<file path="src/rtl/alu_sequencer_if.sv">
`default_nettype none
// ==========================================================================
// alu_sequencer_if : command, host-load, ALU and response signals of alu_sequencer
// Rev 1.0
// ==========================================================================
interface alu_sequencer_if #(
  parameter int REG_AW = 2
);
  logic              cmd_valid;
  logic              cmd_ready;
  logic [2:0]        cmd_op;
  logic [REG_AW-1:0] cmd_ra;
  logic [REG_AW-1:0] cmd_rb;
  logic [REG_AW-1:0] cmd_rd;
  logic              wr_en;
  logic [REG_AW-1:0] wr_addr;
  logic [7:0]        wr_data;
  logic [7:0]        alu_a;
  logic [7:0]        alu_b;
  logic [2:0]        alu_s;
  logic [7:0]        alu_out;
  logic              rsp_valid;
  logic              rsp_ready;
  logic [7:0]        rsp_data;
  logic [3:0]        rsp_flags;

  modport slave (
    input  cmd_valid, cmd_op, cmd_ra, cmd_rb, cmd_rd,
    input  wr_en, wr_addr, wr_data,
    input  alu_out, rsp_ready,
    output cmd_ready, alu_a, alu_b, alu_s,
    output rsp_valid, rsp_data, rsp_flags
  );

  modport master (
    output cmd_valid, cmd_op, cmd_ra, cmd_rb, cmd_rd,
    output wr_en, wr_addr, wr_data,
    output alu_out, rsp_ready,
    input  cmd_ready, alu_a, alu_b, alu_s,
    input  rsp_valid, rsp_data, rsp_flags
  );
endinterface
`default_nettype wire

</file>
<file path="src/rtl/alu_sequencer.sv">
`default_nettype none
// ==========================================================================
// alu_sequencer : register-file command sequencer driving an 8-bit ALU.
// Optional flag logic built when ALU_SEQ_FLAGS_EN is defined.   Rev 1.0
// ==========================================================================
module alu_sequencer #(
  parameter int REG_AW = 2
) (
  input  logic           clk,
  input  logic           rst,
  alu_sequencer_if.slave bus
);
  localparam int NUM_REGS = 2 ** REG_AW;

  typedef enum logic [1:0] {
    IDLE  = 2'd0,
    ISSUE = 2'd1,
    RESP  = 2'd2
  } state_e;

  state_e            state_q;
  logic [7:0]        regs_q [NUM_REGS];
  logic [7:0]        alu_a_q;
  logic [7:0]        alu_b_q;
  logic [2:0]        alu_s_q;
  logic [REG_AW-1:0] rd_q;
  logic [7:0]        rsp_data_q;

  // Operands are sampled with the pre-write register value when a host load
  // coincides with command accept, because both are non-blocking updates.
  always_ff @(posedge clk or posedge rst) begin
    if (rst) begin
      state_q    <= IDLE;
      for (int i = 0; i < NUM_REGS; i++) regs_q[i] <= '0;
      alu_a_q    <= '0;
      alu_b_q    <= '0;
      alu_s_q    <= '0;
      rd_q       <= '0;
      rsp_data_q <= '0;
    end else begin
      case (state_q)
        IDLE: begin
          if (bus.cmd_valid) begin
            alu_a_q <= regs_q[bus.cmd_ra];
            alu_b_q <= regs_q[bus.cmd_rb];
            alu_s_q <= bus.cmd_op;
            rd_q    <= bus.cmd_rd;
            state_q <= ISSUE;
          end
          if (bus.wr_en) regs_q[bus.wr_addr] <= bus.wr_data;
        end
        ISSUE: begin
          regs_q[rd_q] <= bus.alu_out;
          rsp_data_q   <= bus.alu_out;
          state_q      <= RESP;
        end
        RESP: begin
          if (bus.rsp_ready) state_q <= IDLE;
        end
        default: state_q <= IDLE;
      endcase
    end
  end

  assign bus.cmd_ready = (state_q == IDLE);
  assign bus.rsp_valid = (state_q == RESP);
  assign bus.alu_a     = alu_a_q;
  assign bus.alu_b     = alu_b_q;
  assign bus.alu_s     = alu_s_q;
  assign bus.rsp_data  = rsp_data_q;

`ifdef ALU_SEQ_FLAGS_EN
  logic [3:0] flags_q;
  logic [3:0] flags_d;
  logic [8:0] sum_d;
  logic       c_d;
  logic       v_d;

  always_comb begin
    sum_d = {1'b0, alu_a_q} + {1'b0, alu_b_q};
    c_d   = 1'b0;
    v_d   = 1'b0;
    case (alu_s_q)
      3'b000: begin
        c_d = sum_d[8];
        v_d = (alu_a_q[7] == alu_b_q[7]) && (bus.alu_out[7] != alu_a_q[7]);
      end
      3'b001: begin
        c_d = (alu_a_q < alu_b_q);
        v_d = (alu_a_q[7] != alu_b_q[7]) && (bus.alu_out[7] != alu_a_q[7]);
      end
      3'b110, 3'b111: c_d = alu_a_q[7];
      default: ;
    endcase
    flags_d = {(bus.alu_out == 8'h00), bus.alu_out[7], c_d, v_d};
  end

  always_ff @(posedge clk or posedge rst) begin
    if (rst) begin
      flags_q <= '0;
    end else if (state_q == ISSUE) begin
      flags_q <= flags_d;
    end
  end

  assign bus.rsp_flags = flags_q;
`else
  assign bus.rsp_flags = 4'b0000;
`endif

endmodule
`default_nettype wire
</file>
<file path="src/flat_wrapper.sv">
// flat-port wrapper written by rule: the top's interface ports become plain ports
module alu_sequencer_flat 
#(
  parameter int REG_AW = 2
)
  (clk, rst, bus_cmd_valid, bus_cmd_op, bus_cmd_ra, bus_cmd_rb, bus_cmd_rd, bus_wr_en, bus_wr_addr, bus_wr_data, bus_alu_out, bus_rsp_ready, bus_cmd_ready, bus_alu_a, bus_alu_b, bus_alu_s, bus_rsp_valid, bus_rsp_data, bus_rsp_flags);
  alu_sequencer_if #(.REG_AW(REG_AW)) bus_i ();
  input  logic clk;
  input  logic rst;
  input wire logic [$bits(bus_i.cmd_valid)-1:0] bus_cmd_valid;
  input wire logic [$bits(bus_i.cmd_op)-1:0] bus_cmd_op;
  input wire logic [$bits(bus_i.cmd_ra)-1:0] bus_cmd_ra;
  input wire logic [$bits(bus_i.cmd_rb)-1:0] bus_cmd_rb;
  input wire logic [$bits(bus_i.cmd_rd)-1:0] bus_cmd_rd;
  input wire logic [$bits(bus_i.wr_en)-1:0] bus_wr_en;
  input wire logic [$bits(bus_i.wr_addr)-1:0] bus_wr_addr;
  input wire logic [$bits(bus_i.wr_data)-1:0] bus_wr_data;
  input wire logic [$bits(bus_i.alu_out)-1:0] bus_alu_out;
  input wire logic [$bits(bus_i.rsp_ready)-1:0] bus_rsp_ready;
  output wire logic [$bits(bus_i.cmd_ready)-1:0] bus_cmd_ready;
  output wire logic [$bits(bus_i.alu_a)-1:0] bus_alu_a;
  output wire logic [$bits(bus_i.alu_b)-1:0] bus_alu_b;
  output wire logic [$bits(bus_i.alu_s)-1:0] bus_alu_s;
  output wire logic [$bits(bus_i.rsp_valid)-1:0] bus_rsp_valid;
  output wire logic [$bits(bus_i.rsp_data)-1:0] bus_rsp_data;
  output wire logic [$bits(bus_i.rsp_flags)-1:0] bus_rsp_flags;
  assign bus_i.cmd_valid = bus_cmd_valid;
  assign bus_i.cmd_op = bus_cmd_op;
  assign bus_i.cmd_ra = bus_cmd_ra;
  assign bus_i.cmd_rb = bus_cmd_rb;
  assign bus_i.cmd_rd = bus_cmd_rd;
  assign bus_i.wr_en = bus_wr_en;
  assign bus_i.wr_addr = bus_wr_addr;
  assign bus_i.wr_data = bus_wr_data;
  assign bus_i.alu_out = bus_alu_out;
  assign bus_i.rsp_ready = bus_rsp_ready;
  assign bus_cmd_ready = bus_i.cmd_ready;
  assign bus_alu_a = bus_i.alu_a;
  assign bus_alu_b = bus_i.alu_b;
  assign bus_alu_s = bus_i.alu_s;
  assign bus_rsp_valid = bus_i.rsp_valid;
  assign bus_rsp_data = bus_i.rsp_data;
  assign bus_rsp_flags = bus_i.rsp_flags;
  alu_sequencer #(.REG_AW(REG_AW)) u_core (.clk(clk), .rst(rst), .bus(bus_i));
endmodule
</file>
<file path="config.mk">
export PLATFORM = sky130hd
export DESIGN_NAME = alu_sequencer_flat
export DESIGN_NICKNAME = d
export VERILOG_FILES = /design/src/rtl/alu_sequencer_if.sv /design/src/rtl/alu_sequencer.sv /design/src/flat_wrapper.sv
export SDC_FILE = /design/constraint.sdc
export NUM_CORES = 1
export LEC_CHECK = 0
export ABC_AREA = 1
export CAP_MARGIN = 0
export CORE_ASPECT_RATIO = 0.9
export CORE_MARGIN = 4
export CORE_UTILIZATION = 35
export CTS_BUF_LIST = sky130_fd_sc_hd__clkbuf_8 sky130_fd_sc_hd__clkbuf_16
export DETAILED_ROUTE_END_ITERATION = 8
export PLACE_DENSITY = 0.64
export SLEW_MARGIN = 40
export SYNTH_ARGS = -nofsm -noshare
export SYNTH_HDL_FRONTEND = slang
export SYNTH_SLANG_ARGS = --single-unit
</file>
<file path="constraint.sdc">
create_clock -name clk -period 2.8 [get_ports clk]
set_input_delay 0.56 -clock clk [delete_from_list [all_inputs] [get_ports clk]]
set_output_delay 0.56 -clock clk [all_outputs]
set_load 0.01 [all_outputs]
</file>
==> flow_summary.toml <==
[timing]
setup_viol = 0
tightest_slew_ps = 750
slew_headroom = 0.499
fmax_ghz = 0.441
slew_violations = 0
hold_ws_ps = 476
tns_ps = 0
finClkSkew_ps = 11.1
rsz0062_at_grt = "no"
period_share = 0.809
min_period_ps = 2270
finalHoldViolCount = 0

[detailed_routing]
ant_nets = 0
viasPerCell = 5.04
first_iter_violations = 207
wl_per_cell_um = 14.9
drc_errors = 0
wirelength_um = 11000
firstDrtPassIters = 5
vias = 3738

[synthesis]
syn_area_sq_um = 3720
ys_ff_latch = 63
ys_warn_count = 0
ys_seq_area_frac = 0.423
yosysUniqueCellTypes = 19
synth_cells = 550
syn_area_per_cell_sq_um = 6.77

[floorplanning]
rows = 35
start_util = 0.360
die_area_sq_um = 12400
io_pins = 65
die_h_um = 106
core_sq_um = 10300
fp.dieW_um = 117

[power]
cellLeakagePower_nw = 2.53
peakVddDrop_uv = 413
power_density_nw_per_um2 = 937

[clock_tree]
clock_latency_ps = 330
cts_inserted_buffers = 9
post_cts_buffers = 0
cts_tree = "done"
cts_resized = 0
ctsHoldBuffers = 0
path_clk_slew_ps = 60
clockBufferDepth = 2
htreeDepth = 3
cts.sinks = 63
root_buffer = "clkbuf_16"

[grt]
grt_max_degree = 40
globalRouteOverflowTotal = 0
grt_use_total = 0.190
grt_pass1_vias = 3668
grt_pass1_wl_um = 18400
grt_antenna_before_repair = 0

[run]
cap_violations = 0

[worst_setup_path]
critPathMaxFanout = 6
reg2reg_depth = 7
worst_ep_required_time_ps = 2240
cp-startpoint = "u_core.state_q[0]$_DFFE_PP0P_"
r2r_slack_ps = 970
crit_arrival_ps = 1710
cp_cell_sequence = "nor2_4 > clkdlybuf4s50_1"
start_kind = "register"
r2r-end = "u_core.regs_q[2]$_DFFE_PP0P_"
critPathKind = "reg -> out"
timing.rr.start = "u_core.state_q[1]$_DFFE_PP0P_"
critPathCapture = "bus_cmd_ready"
worst_path_max_delay_cell = "clkdlybuf4s50_1"
crit_path_end_kind = "output pin"
slowest_delay_ps = 610

[layout]
fin_cells = 741
final_nets = 639
n_antenna_cell = 0
mostFrequentLayoutCells = "nand2_1, nand3_1, dfrtp_1"
drive_gt1_frac = 0.0768
utilization = 0.455
final_common_cell = "nand2_1"
fill_cells = 1070
syn2layout_area_growth_pct = 26.3

[run_status]
status = "completed"

[placement]
portBuffers = 60
gp_congestion = 0.871
dp_hpwl_um = 8070
dpl.cell_count = 725

[min_path]
hold_path.class = "reg -> reg"
cell type report:
class                   instances  area (sq um)  area share
well taps                     129           161      0.0343
clock inverters                 6          45.0     0.00958
repair buffers                 67           666       0.142
inverters                      47           176      0.0375
multi-input cells             419          1840       0.391
flip-flops and latches         63          1580       0.335
clock buffers                  10           239      0.0508
synth_stat cells:
| cell | n | share of area |
|---|---|---|
| buf_2 | 12 | 0.016 |
| buf_4 | 8 | 0.016 |
| buf_6 | 1 | 0.0030 |
| clkbuf_1 | 3 | 0.0030 |
| clkinv_1 | 2 | 0.0020 |
| conb_1 | 1 | 0.0010 |
| dfrtp_1 | 63 | 0.42 |
| inv_1 | 43 | 0.043 |
| inv_2 | 2 | 0.0020 |
| nand2_1 | 262 | 0.26 |
| nand2_2 | 7 | 0.012 |
| nand2_4 | 2 | 0.0060 |
| nand3_1 | 128 | 0.17 |
| nand3_2 | 2 | 0.0054 |
| nand3_4 | 2 | 0.0094 |
| nor2_1 | 1 | 0.0010 |
| nor2_2 | 6 | 0.010 |
| nor2_4 | 2 | 0.0060 |
| o21ai_0 | 3 | 0.0040 |
through the flow:
stage	setup slack [ps]	cell area [sq um]	power, mW
floorplan	670	3730	2.63
global placement	753	4420	3.34
detailed placement	714	4420	3.37
CTS	519	4700	4.44
global route	476	4700	4.76
finish	534	4700	4.41
state kept, by name, indices dropped and copies added (netlist names):
name,flops
u_core.state_q,2
u_core.bus.rsp_data,8
u_core.bus.alu_a,8
u_core.rd_q,2
u_core.bus.alu_s,3
u_core.bus.alu_b,8
u_core.regs_q,32
critical path: cells and delay by family, from the launching register on:
kind | cells | cell delay (ps)
buffers and inverters | 1 | 610
flip-flops | 1 | 440
AND/OR/NAND/NOR | 1 | 330
worst min-delay path by stage:
stage / start / to / cells past startpoint
floorplan: u_core.regs_q[0]$_DFFE_PP0P_ / u_core.regs_q[0]$_DFFE_PP0P_ / 2
global placement: u_core.bus.alu_s[1]$_DFFE_PP0P_ / u_core.bus.alu_s[1]$_DFFE_PP0P_ / 2
CTS: u_core.bus.alu_a[1]$_DFFE_PP0P_ / u_core.bus.alu_a[1]$_DFFE_PP0P_ / 2
global route: u_core.bus.alu_s[2]$_DFFE_PP0P_ / u_core.bus.alu_s[2]$_DFFE_PP0P_ / 2
detailed placement: u_core.bus.alu_a[1]$_DFFE_PP0P_ / u_core.bus.alu_a[1]$_DFFE_PP0P_ / 2
finish: u_core.bus.alu_a[1]$_DFFE_PP0P_ / u_core.bus.alu_a[1]$_DFFE_PP0P_ / 2
cells by family after synthesis:
logic type,count (synthesis),synth area share
buf+inv,71,0.0857
simple gates,412,0.486
compound gates,3,0.00403
flops,63,0.423
other cells,1,0.00101
per-layer routing:
layer	vias to the layer above	wire [um]	track usage
met1	1697	5050	0.272
met5	-	0	0
met2	169	4880	0.275
met3	33	806	0.0425
li1	1839	-	-
met4	0	301	0.0745
power breakdown:
| group | internal (mW) | switching [mW] |
|---|---|---|
| Clock | 0.625 | 0.418 |
| Sequential | 1.28 | 0.239 |
| Combinational | 0.735 | 1.11 |
Power figures use the tool's default switching activity.
==> variant (same flow settings) <==
Encoding of `state_e`: now one-hot (3 bits for 3 states).
--- a/src/rtl/alu_sequencer.sv
+++ b/src/rtl/alu_sequencer.sv
@@ -13,8 +13,8 @@
   localparam int NUM_REGS = 2 ** REG_AW;
 
-  typedef enum logic [1:0] {
-    IDLE  = 2'd0,
-    ISSUE = 2'd1,
-    RESP  = 2'd2
+  typedef enum logic [2:0] {
+    IDLE  = 3'b001,
+    ISSUE = 3'b010,
+    RESP  = 3'b100
   } state_e;
 
Function: same outputs for any inputs over 4 cycles, from zero or initial values and one cycle with rst high; so few cycles prove little.
==> variant against the unedited design <==
Area after synthesis grew 5.4%; worst setup slack gained 0.060 ns; total power grew 3.4%; final area grew 4.5%; critical path depth grew 1; routed wire length grew 3.5%; sequential cell count grew 1; die area grew 5.0%; core utilization shrank 0.40 points; critical path type unchanged; largest cell class unchanged.
==> variant: results (changes against the unedited design) <==
** Status
- Result of the run: completed (unchanged).

** Yosys
- Register area share after synthesis :: 0.408 (was 0.423)
- Top cells by area, synth :: sky130_fd_sc_hd__dfrtp_1, sky130_fd_sc_hd__nand2_1, sky130_fd_sc_hd__nand3_1 (unchanged)
- Synth top cells by count :: sky130_fd_sc_hd__nand2_1, sky130_fd_sc_hd__nand3_1, sky130_fd_sc_hd__nor2_1 (was sky130_fd_sc_hd__nand2_1, sky130_fd_sc_hd__nand3_1, sky130_fd_sc_hd__dfrtp_1)
- Synth Area in Adders :: 0 (unchanged)
- The average footprint of a synthesized cell is 6.45 µm² (was 6.77 µm²).

** Place
- GPL Wtd Cong :: 0.939 (was 0.871)
- Detailed Place HPWL :: 8.49 mm (was 8.07 mm)
- Dpl cells :: 801 (was 725)

** STA
- Least-Margin Pin Slew :: 0.767 ns (was 0.750 ns)
- The post-route clock skew came to 0.00997 ns (was 0.0111 ns).

** Finish
- The number of nets in the finished design came to 692 (was 639).
- The final cell count without fillers came to 817 (was 741).
- The number of fillers in the final layout was 1157 (was 1070).
- The share of layout cells above drive strength 1 came to 0.0632 (was 0.0768).

** Global route
- The first-pass GRT wire length was 19.4 mm (was 18.4 mm).
- The initial antenna violation count is 0 (unchanged).
- The largest net degree at the start of global routing came to 46 (was 40).
- Gr usage total :: 0.189 (was 0.190)
- Via count of the first global-routing pass :: 3889 (was 3668)

** Critical path
- Largest fanout of any net on the critical path :: 5 (was 6)
- The arrival time of data at the critical path endpoint is 1.65 ns (was 1.71 ns).
- The cell type of the slowest stage on the worst timing path was sky130_fd_sc_hd__dfstp_2 (was sky130_fd_sc_hd__clkdlybuf4s50_1).
- Critical path's largest stage delay :: 0.56 ns (was 0.61 ns)

** Routing
- DRC marker count from the first detailed-route iteration :: 351 (was 207)
- The via count is 3979 (was 3738).
- The per-cell routed wire length came to 14.0 µm (was 14.9 µm).
- Number of optimization iterations in the first detailed-route pass :: 5 (unchanged)

** Pwr
- Peak supply drop :: 0.000384 V (was 0.000413 V)
- Reported leakage power :: 2.65 nW (was 2.53 nW)
## variant: cell types whose count changed after synthesis, moves of 3 or more
cell and delta:
sky130_fd_sc_hd__o211ai_1 +16, sky130_fd_sc_hd__nand2_1 -7, sky130_fd_sc_hd__nor2_2 -6, sky130_fd_sc_hd__nor2_1 +65, sky130_fd_sc_hd__a21oi_1 +16, sky130_fd_sc_hd__o21ai_0 +21, sky130_fd_sc_hd__clkbuf_1 +8, sky130_fd_sc_hd__nand2_2 -7
sky130_fd_sc_hd__nand3_1 -55, sky130_fd_sc_hd__o21ai_1 +3, sky130_fd_sc_hd__inv_2 +11
## variant: logic make-up (layout without fill, tap and decap cells)
family	after synthesis	after routing
AOI/OAI and AO/OA	60	60
other	1	4
buffers and inverters	86	139
and+or+nand+nor	398	398
DFF	64	64
## variant: tightest hold or removal path: cells and delay by family, from the launching register on
kind | cells | cell delay, ns
flops | 1 | 0.34
simple gates | 2 | 0.10
## variant: area by class of cell
class                   count  area, µm²  share of cell area
repair buffers             67        666               0.135
clock inverters             6       43.8             0.00891
flip-flops and latches     64       1600               0.326
well taps                 152        190              0.0387
inverters                  56        210              0.0427
multi-input cells         462       1970               0.400
clock buffers              10        239              0.0486
## variant: power by group
group	internal (W)	leakage, nW	total (W)	switching [W]
Combinational	0.000768	1.68	0.00188	0.00112
Sequential	0.00133	0.834	0.00162	0.000292
Clock	0.000625	0.139	0.00106	0.000430
## variant: stage by stage
step                cell area [µm²]  setup WS (ns)   util  hold slack, ns
floorplan                      3940          0.644      -           0.476
global placement               4630          0.788  0.425           0.463
detailed placement             4630          0.751  0.425           0.469
CTS                            4920          0.578  0.451           0.485
global route                   4920          0.546  0.451           0.505
finish                         4920          0.594  0.451           0.478
## variant: path summary, 6_finish.rpt
kind	startpoint	to	slack (ns)	cells past startpoint
hold reg to reg	u_core.bus.alu_b[3]$_DFFE_PP0P_	u_core.bus.alu_b[3]$_DFFE_PP0P_	0.48	2
hold / removal	u_core.bus.alu_b[3]$_DFFE_PP0P_	u_core.bus.alu_b[3]$_DFFE_PP0P_	0.48	2
setup reg to reg	u_core.state_q[2]$_DFFE_PP0P_	u_core.regs_q[31]$_DFFE_PP0P_	0.76	7
min in group asynchronous	rst	u_core.bus.alu_a[5]$_DFFE_PP0P_	0.55	2
setup / recovery	u_core.state_q[0]$_DFFE_PP1P_	bus_cmd_ready	0.59	3
max in group asynchronous	rst	u_core.state_q[0]$_DFFE_PP1P_	1.60	3
## variant: layer usage
layer  up-vias  GRT usage  routed length (µm)
li1       2018          -                   -
met1      1820      0.266                5540
met2       125      0.290                5030
met3        16     0.0434                 685
met4         0     0.0564                 172
met5         -          0                   0
